--- src/rtl/adder_measure_sequencer.sv ---
// adder_measure_sequencer
// Takes one measurement command at a time, drives the instrumented adder
// through settle / ring-run / settle, samples the quiescent ring counter and
// sum, and returns the result on a valid/ready stream.
// Every output comes straight from a flop; the next values are computed in a
// single combinational block from the current state and the inputs.

module adder_measure_sequencer #(
    parameter int WIDTH  = 32,
    parameter int CNT_W  = 32,
    parameter int WIN_W  = 16,
    parameter int SETTLE = 4
) (
    input  logic             wb_clk_i,
    input  logic             wb_rst_n,
    // command stream
    input  logic             cmd_valid,
    output logic             cmd_ready,
    input  logic [WIDTH-1:0] cmd_a,
    input  logic [WIDTH-1:0] cmd_b,
    input  logic [WIDTH-1:0] cmd_ring_bit,
    input  logic [WIN_W-1:0] cmd_window,
    // adder control
    output logic [WIDTH-1:0] a_input,
    output logic [WIDTH-1:0] b_input,
    output logic [WIDTH-1:0] a_input_ring_bit_b,
    output logic             ring_en,
    output logic             cnt_clr,
    // adder observation
    input  logic [CNT_W-1:0] ring_count,
    input  logic [WIDTH-1:0] sum_in,
    // result stream
    output logic             res_valid,
    input  logic             res_ready,
    output logic [CNT_W-1:0] res_count,
    output logic [WIDTH-1:0] res_sum,
    output logic             res_err
);

    // One down-counter times LOAD, RUN and STOP, so it must hold both the
    // window length and SETTLE-1.
    localparam int SEQ_W = (WIN_W > $clog2(SETTLE) + 1) ? WIN_W : $clog2(SETTLE) + 1;
    localparam logic [SEQ_W-1:0] SETTLE_LAST = SEQ_W'(SETTLE - 1);

    typedef enum logic [2:0] {
        ST_IDLE,
        ST_LOAD,
        ST_RUN,
        ST_STOP,
        ST_CAPTURE,
        ST_RESULT
    } state_t;

    state_t           state_q, state_d;
    logic [SEQ_W-1:0] seq_cnt_q, seq_cnt_d;
    logic [WIN_W-1:0] win_q, win_d;

    logic [WIDTH-1:0] a_d, b_d, sel_d;
    logic [CNT_W-1:0] res_count_d;
    logic [WIDTH-1:0] res_sum_d;
    logic             res_err_d;
    logic             ring_en_d, cnt_clr_d, res_valid_d, cmd_ready_d;
    logic             multi_hot;

    // More than one bit set in the ring select: x & (x-1) clears the lowest set bit.
    assign multi_hot = |(cmd_ring_bit & (cmd_ring_bit - WIDTH'(1)));

    // Next-state and next-output decode for the measurement sequence.
    always_comb begin
        // NOTE: every signal written here gets a default first, so no path
        // leaves one unassigned and no latch is inferred.
        state_d     = state_q;
        seq_cnt_d   = seq_cnt_q;
        win_d       = win_q;
        a_d         = a_input;
        b_d         = b_input;
        sel_d       = a_input_ring_bit_b;
        res_count_d = res_count;
        res_sum_d   = res_sum;
        res_err_d   = res_err;

        case (state_q)
            ST_IDLE: begin
                if (cmd_valid && cmd_ready) begin
                    if (multi_hot) begin
                        // Rejected: the adder is left exactly as it was.
                        state_d     = ST_RESULT;
                        res_err_d   = 1'b1;
                        res_count_d = '0;
                        res_sum_d   = '0;
                    end else begin
                        state_d   = ST_LOAD;
                        seq_cnt_d = SETTLE_LAST;
                        win_d     = cmd_window;
                        a_d       = cmd_a;
                        b_d       = cmd_b;
                        sel_d     = ~cmd_ring_bit;
                    end
                end
            end
            ST_LOAD: begin
                if (seq_cnt_q == '0) begin
                    if (win_q == '0) begin
                        state_d   = ST_STOP;
                        seq_cnt_d = SETTLE_LAST;
                    end else begin
                        state_d   = ST_RUN;
                        seq_cnt_d = SEQ_W'(win_q) - SEQ_W'(1);
                    end
                end else begin
                    seq_cnt_d = seq_cnt_q - SEQ_W'(1);
                end
            end
            ST_RUN: begin
                if (seq_cnt_q == '0) begin
                    state_d   = ST_STOP;
                    seq_cnt_d = SETTLE_LAST;
                end else begin
                    seq_cnt_d = seq_cnt_q - SEQ_W'(1);
                end
            end
            ST_STOP: begin
                if (seq_cnt_q == '0) begin
                    state_d = ST_CAPTURE;
                end else begin
                    seq_cnt_d = seq_cnt_q - SEQ_W'(1);
                end
            end
            ST_CAPTURE: begin
                // Ring has been stopped for SETTLE cycles, so counter and sum are quiet.
                state_d     = ST_RESULT;
                res_count_d = ring_count;
                res_sum_d   = sum_in;
                res_err_d   = 1'b0;
                sel_d       = '1;
            end
            ST_RESULT: begin
                if (res_ready) begin
                    state_d = ST_IDLE;
                end
            end
            default: begin
                state_d = ST_IDLE;
            end
        endcase

        // Flags follow the state being entered, so they are valid from the
        // first cycle of that state.
        ring_en_d   = (state_d == ST_RUN);
        cnt_clr_d   = (state_q == ST_IDLE) && (state_d == ST_LOAD);
        res_valid_d = (state_d == ST_RESULT);
        cmd_ready_d = (state_d == ST_IDLE);
    end

    // State, sequencing counter and all registered outputs.
    always_ff @(posedge wb_clk_i or negedge wb_rst_n) begin
        if (!wb_rst_n) begin
            state_q            <= ST_IDLE;
            seq_cnt_q          <= '0;
            win_q              <= '0;
            cmd_ready          <= 1'b1;
            a_input            <= '0;
            b_input            <= '0;
            a_input_ring_bit_b <= '1;
            ring_en            <= 1'b0;
            cnt_clr            <= 1'b0;
            res_valid          <= 1'b0;
            res_count          <= '0;
            res_sum            <= '0;
            res_err            <= 1'b0;
        end else begin
            // NOTE: non-blocking assignments here so every flop samples the
            // pre-edge values, independent of statement order.
            state_q            <= state_d;
            seq_cnt_q          <= seq_cnt_d;
            win_q              <= win_d;
            cmd_ready          <= cmd_ready_d;
            a_input            <= a_d;
            b_input            <= b_d;
            a_input_ring_bit_b <= sel_d;
            ring_en            <= ring_en_d;
            cnt_clr            <= cnt_clr_d;
            res_valid          <= res_valid_d;
            res_count          <= res_count_d;
            res_sum            <= res_sum_d;
            res_err            <= res_err_d;
        end
    end

endmodule

--- config.mk ---
export PLATFORM = sky130hd
export DESIGN_NAME = adder_measure_sequencer
export DESIGN_NICKNAME = d
export VERILOG_FILES = /design/src/rtl/adder_measure_sequencer.sv
export SDC_FILE = /design/constraint.sdc
export NUM_CORES = 1
export LEC_CHECK = 0
export BUFFER_PORTS_ARGS = -buffer_cell sky130_fd_sc_hd__clkbuf_2
export CAP_MARGIN = 0
export CORE_ASPECT_RATIO = 1.1
export CORE_MARGIN = 1
export CORE_UTILIZATION = 35
export DETAILED_ROUTE_END_ITERATION = 16
export HOLD_SLACK_MARGIN = 0.15
export PLACE_DENSITY = 0.67
export SYNTH_ARGS = -nofsm -noshare
export SYNTH_HDL_FRONTEND = slang
export SYNTH_SLANG_ARGS = --single-unit
--- constraint.sdc ---
create_clock -name wb_clk_i -period 3.9 [get_ports wb_clk_i]
set_clock_uncertainty 0.15 [all_clocks]
set_input_delay 1.17 -clock wb_clk_i [delete_from_list [all_inputs] [get_ports wb_clk_i]]
set_output_delay 1.17 -clock wb_clk_i [all_outputs]
set_load 0.01 [all_outputs]
==> impl_metrics.csv <==
group,metric,value,unit
worst_setup_path,startpoint_type,"input port",
logic_synthesis,yosys-top-cells-area,"dfrtp_1 47%, mux2_1 9.9%, dfstp_2 9.7%",
timing,slew_headroom,51.0,%
logic_synthesis,yosys-top-cells-count,"167 x dfrtp_1, 78 x mux2_1, 64 x a22o_1, 63 x nor2_1, 55 x a21oi_1",
clock_network,cts_setup_buffers,0,
logic_synthesis,async_flop_share,100,%
drt,routed_wl,25100,µm
grt,overflow,0,
layout,n_fill_cell,2202,
logic_synthesis,synth.top_cell.area_share,46.9,%
clock_network,clockRootBuffer,"clkbuf_16",
die,ios,345,
timing,rsz0062_at_grt,"true",
worst_setup_path,crit_buf_inv,3,
clock_network,insertion_delay,0.44,ns
timing,setup_viol_count_final,0,
die,die_w,154,µm
logic_synthesis,synthSimpleGateAreaFrac,10.7,%
placement,gp_congestion,0.828,
drt,drtAntennaViolNets,0,
logic_synthesis,ys_ff_latch,200,
clock_network,clk_pin_slew_worst_paths,0.08,ns
worst_setup_path,slowest_stage,"or4_4",
layout,drive_gt1_share,44.3,%
clock_network,cts_buffer_depth,2,
logic_synthesis,synth_edf_count,0,
die,core_area,0.0247,mm²
timing,tightest_slew,0.731,ns
logic_synthesis,synth_xor_area_share,1.87,%
logic_synthesis,synth_adder_area_share,0.786,%
worst_setup_path,cpMostUsedCell,"or4_4",
clock_network,cts_num_sinks,200,
worst_setup_path,arrival,3.96,ns
grt,grt_max_degree,82,
timing,fin_crit,3.79,ns
logic_synthesis,synth-seq-area-share,56.6,%
pwr,power_density,541,mW/mm²
logic_synthesis,syn_avg_cell_area,12.0,µm²
drt,dr.pass1.iters,4,
drt,post-route-drc-count,0,
worst_setup_path,critical_path.top_delay_family,"simple AND/OR/NAND/NOR gates",
timing,whs,0.336,ns
worst_setup_path,worstPathRequired,4.08,ns
timing,fmax,264,MHz
hold_path,holdCritPathClass,"reg2reg",
pwr,ir_worst_vdd,0.358,mV
drt,vias,7553,
drt,drt-initial-drc-count,330,
logic_synthesis,synth_top_family_by_area,"compound AO/OA/AOI/OAI gates",
logic_synthesis,muxShareOfSynthArea,9.97,%
job,max_cap_violations,0,
worst_setup_path,criticalPathCategory,"in2reg",
logic_synthesis,ys.flop_type,"dfrtp_1",
layout,syn_to_final_growth,37.8,%
timing,finalHoldViolations,0,
logic_synthesis,syn_nets,929,
timing,setup_tns,0,ns
logic_synthesis,syn_inst,745,
grt,grt_use_total,19.2,%
clock_network,h-tree-depth,4,
grt,antenna_found_initial,1,
worst_setup_path,critPathMaxFanout,12,
worst_setup_path,crit_chain,"clkbuf_2 > or4_4 > or3_1 > a211oi_2 > o31ai_2 > or4_4 > nor4_4 > buf_4 > clkbuf_16 > mux2_1",
logic_synthesis,yosysWarnings,0,
clock_network,cts_made_buffers,17,
drt,wire_per_inst,17.1,µm
timing,drv_slew,0,
die,die_h,169,µm
status,outcome,"complete, no violations",
grt,grt_pass1_vias,7542,
placement,dpl.hpwl,18500,µm
die,rows,60,
worst_setup_path,max_stage_delay,0.59,ns
logic_synthesis,netlist_area,0.00891,mm²
layout,final_nets,1328,
grt,grt_pass1_wl,39400,µm
clock_network,cts_tree,"built",
layout,fin_util,49.7,%
pwr,p_leak,6.27,nW
logic_synthesis,yosysTopAreaCell,"dfrtp_1",
logic_synthesis,yosysMostFrequentCell,"dfrtp_1",
timing,finalCritPeriodShare,97.1,%
die,die_area,0.0261,mm²
die,initial_core_util,36.1,%
logic_synthesis,synth_compound_area_share,17.1,%
drt,routed_via_density,5.15,
logic_synthesis,synth_cell_types,55,
placement,io_buffer_count,344,
worst_setup_path,cp-end-kind,"register",
what timing repair did:
action | in CTS | in global routing
endpoints found under the hold margin | 0 | 0
endpoints found under the setup margin | 0 | 99
hold buffers | 0 | 0
gates resized for setup | 0 | 8
placed cells by master (no fill, tap or decap), types with 5 or more instances in the layout:
master,n
or3_1,6
xnor2_1,8
o2bb2ai_1,39
nand3_1,5
clkbuf_16,18
buf_12,14
o21ai_1,8
a22o_1,64
o21ai_0,16
nor3_1,28
nor4_1,13
a21oi_1,55
dfrtp_1,167
inv_6,6
clkinv_8,5
mux2_1,76
dfstp_2,33
xor2_1,11
buf_4,64
nand2_1,24
clkbuf_2,343
inv_1,5
nand4_1,5
nor2_1,61
area by class of cell:
class / count / area (µm²) / area share, %
sequential: 200 / 5050 / 41.1
tap: 310 / 388 / 3.16
inverter: 6 / 22.5 / 0.183
multi-input combinational: 495 / 3700 / 30.2
clock inverter: 13 / 154 / 1.25
timing repair buffer: 424 / 2530 / 20.6
clock buffer: 19 / 433 / 3.53
antenna: 1 / 2.50 / 0.0204
routing by layer:
layer,GRT usage [%],vias up,wire length (µm)
li1,-,3586,-
met1,23.2,3710,10400
met2,33.6,219,12800
met3,4.85,36,1400
met4,6.26,2,514
met5,0,-,8
where the power goes:
| part | internal, mW | switching (mW) |
|---|---|---|
| Sequential | 2.49 | 0.311 |
| Combinational | 0.929 | 1.15 |
| Clock | 0.864 | 0.903 |
state kept, by name, summed over array words and instances, names as in the netlist:
name                flops
a_input                32
res_count              32
res_sum                32
res_valid               1
ring_en                 1
seq_cnt_q              16
cmd_ready               1
state_q                 3
res_err                 1
b_input                32
cnt_clr                 1
win_q                  16
a_input_ring_bit_b     32
path summary, 6_finish.rpt:
check | from | end | slack (ns) | cells past startpoint
hold / removal | a_input[5] | a_input[5] | 0.34 | 1
min in group asynchronous | wb_rst_n | res_count[9] | 0.54 | 1
max in group asynchronous | wb_rst_n | a_input_ring_bit_b[22] | 2.18 | 2
setup / recovery | cmd_ring_bit[3] | win_q[3] | 0.11 | 10
setup reg to reg | seq_cnt_q[2] | seq_cnt_q[5] | 0.76 | 7
hold reg to reg | a_input[5] | a_input[5] | 0.34 | 1
per-stage QoR:
stage	power, mW	instances	setup slack, ns	area, µm²
floorplan	3.96	745	-0.0743	8940
finish	6.64	1468	0.113	12300
global route	7.02	1467	-0.00584	12300
global placement	4.88	1434	-0.327	11600
detailed placement	4.92	1434	-0.414	11600
CTS	6.69	1466	0.0540	12200
cells by family (layout without fill, tap and decap cells):
kind of cell / Yosys count / count (layout)
AOI/OAI and AO/OA: 211 / 211
xor gates and xnor gates: 19 / 19
adders and majority gates: 6 / 6
buffers and inverters: 50 / 462
DFF: 200 / 200
muxes: 79 / 79
other: 0 / 1
and+or+nand+nor: 180 / 180
No activity file was read; power rests on OpenSTA's default activity.
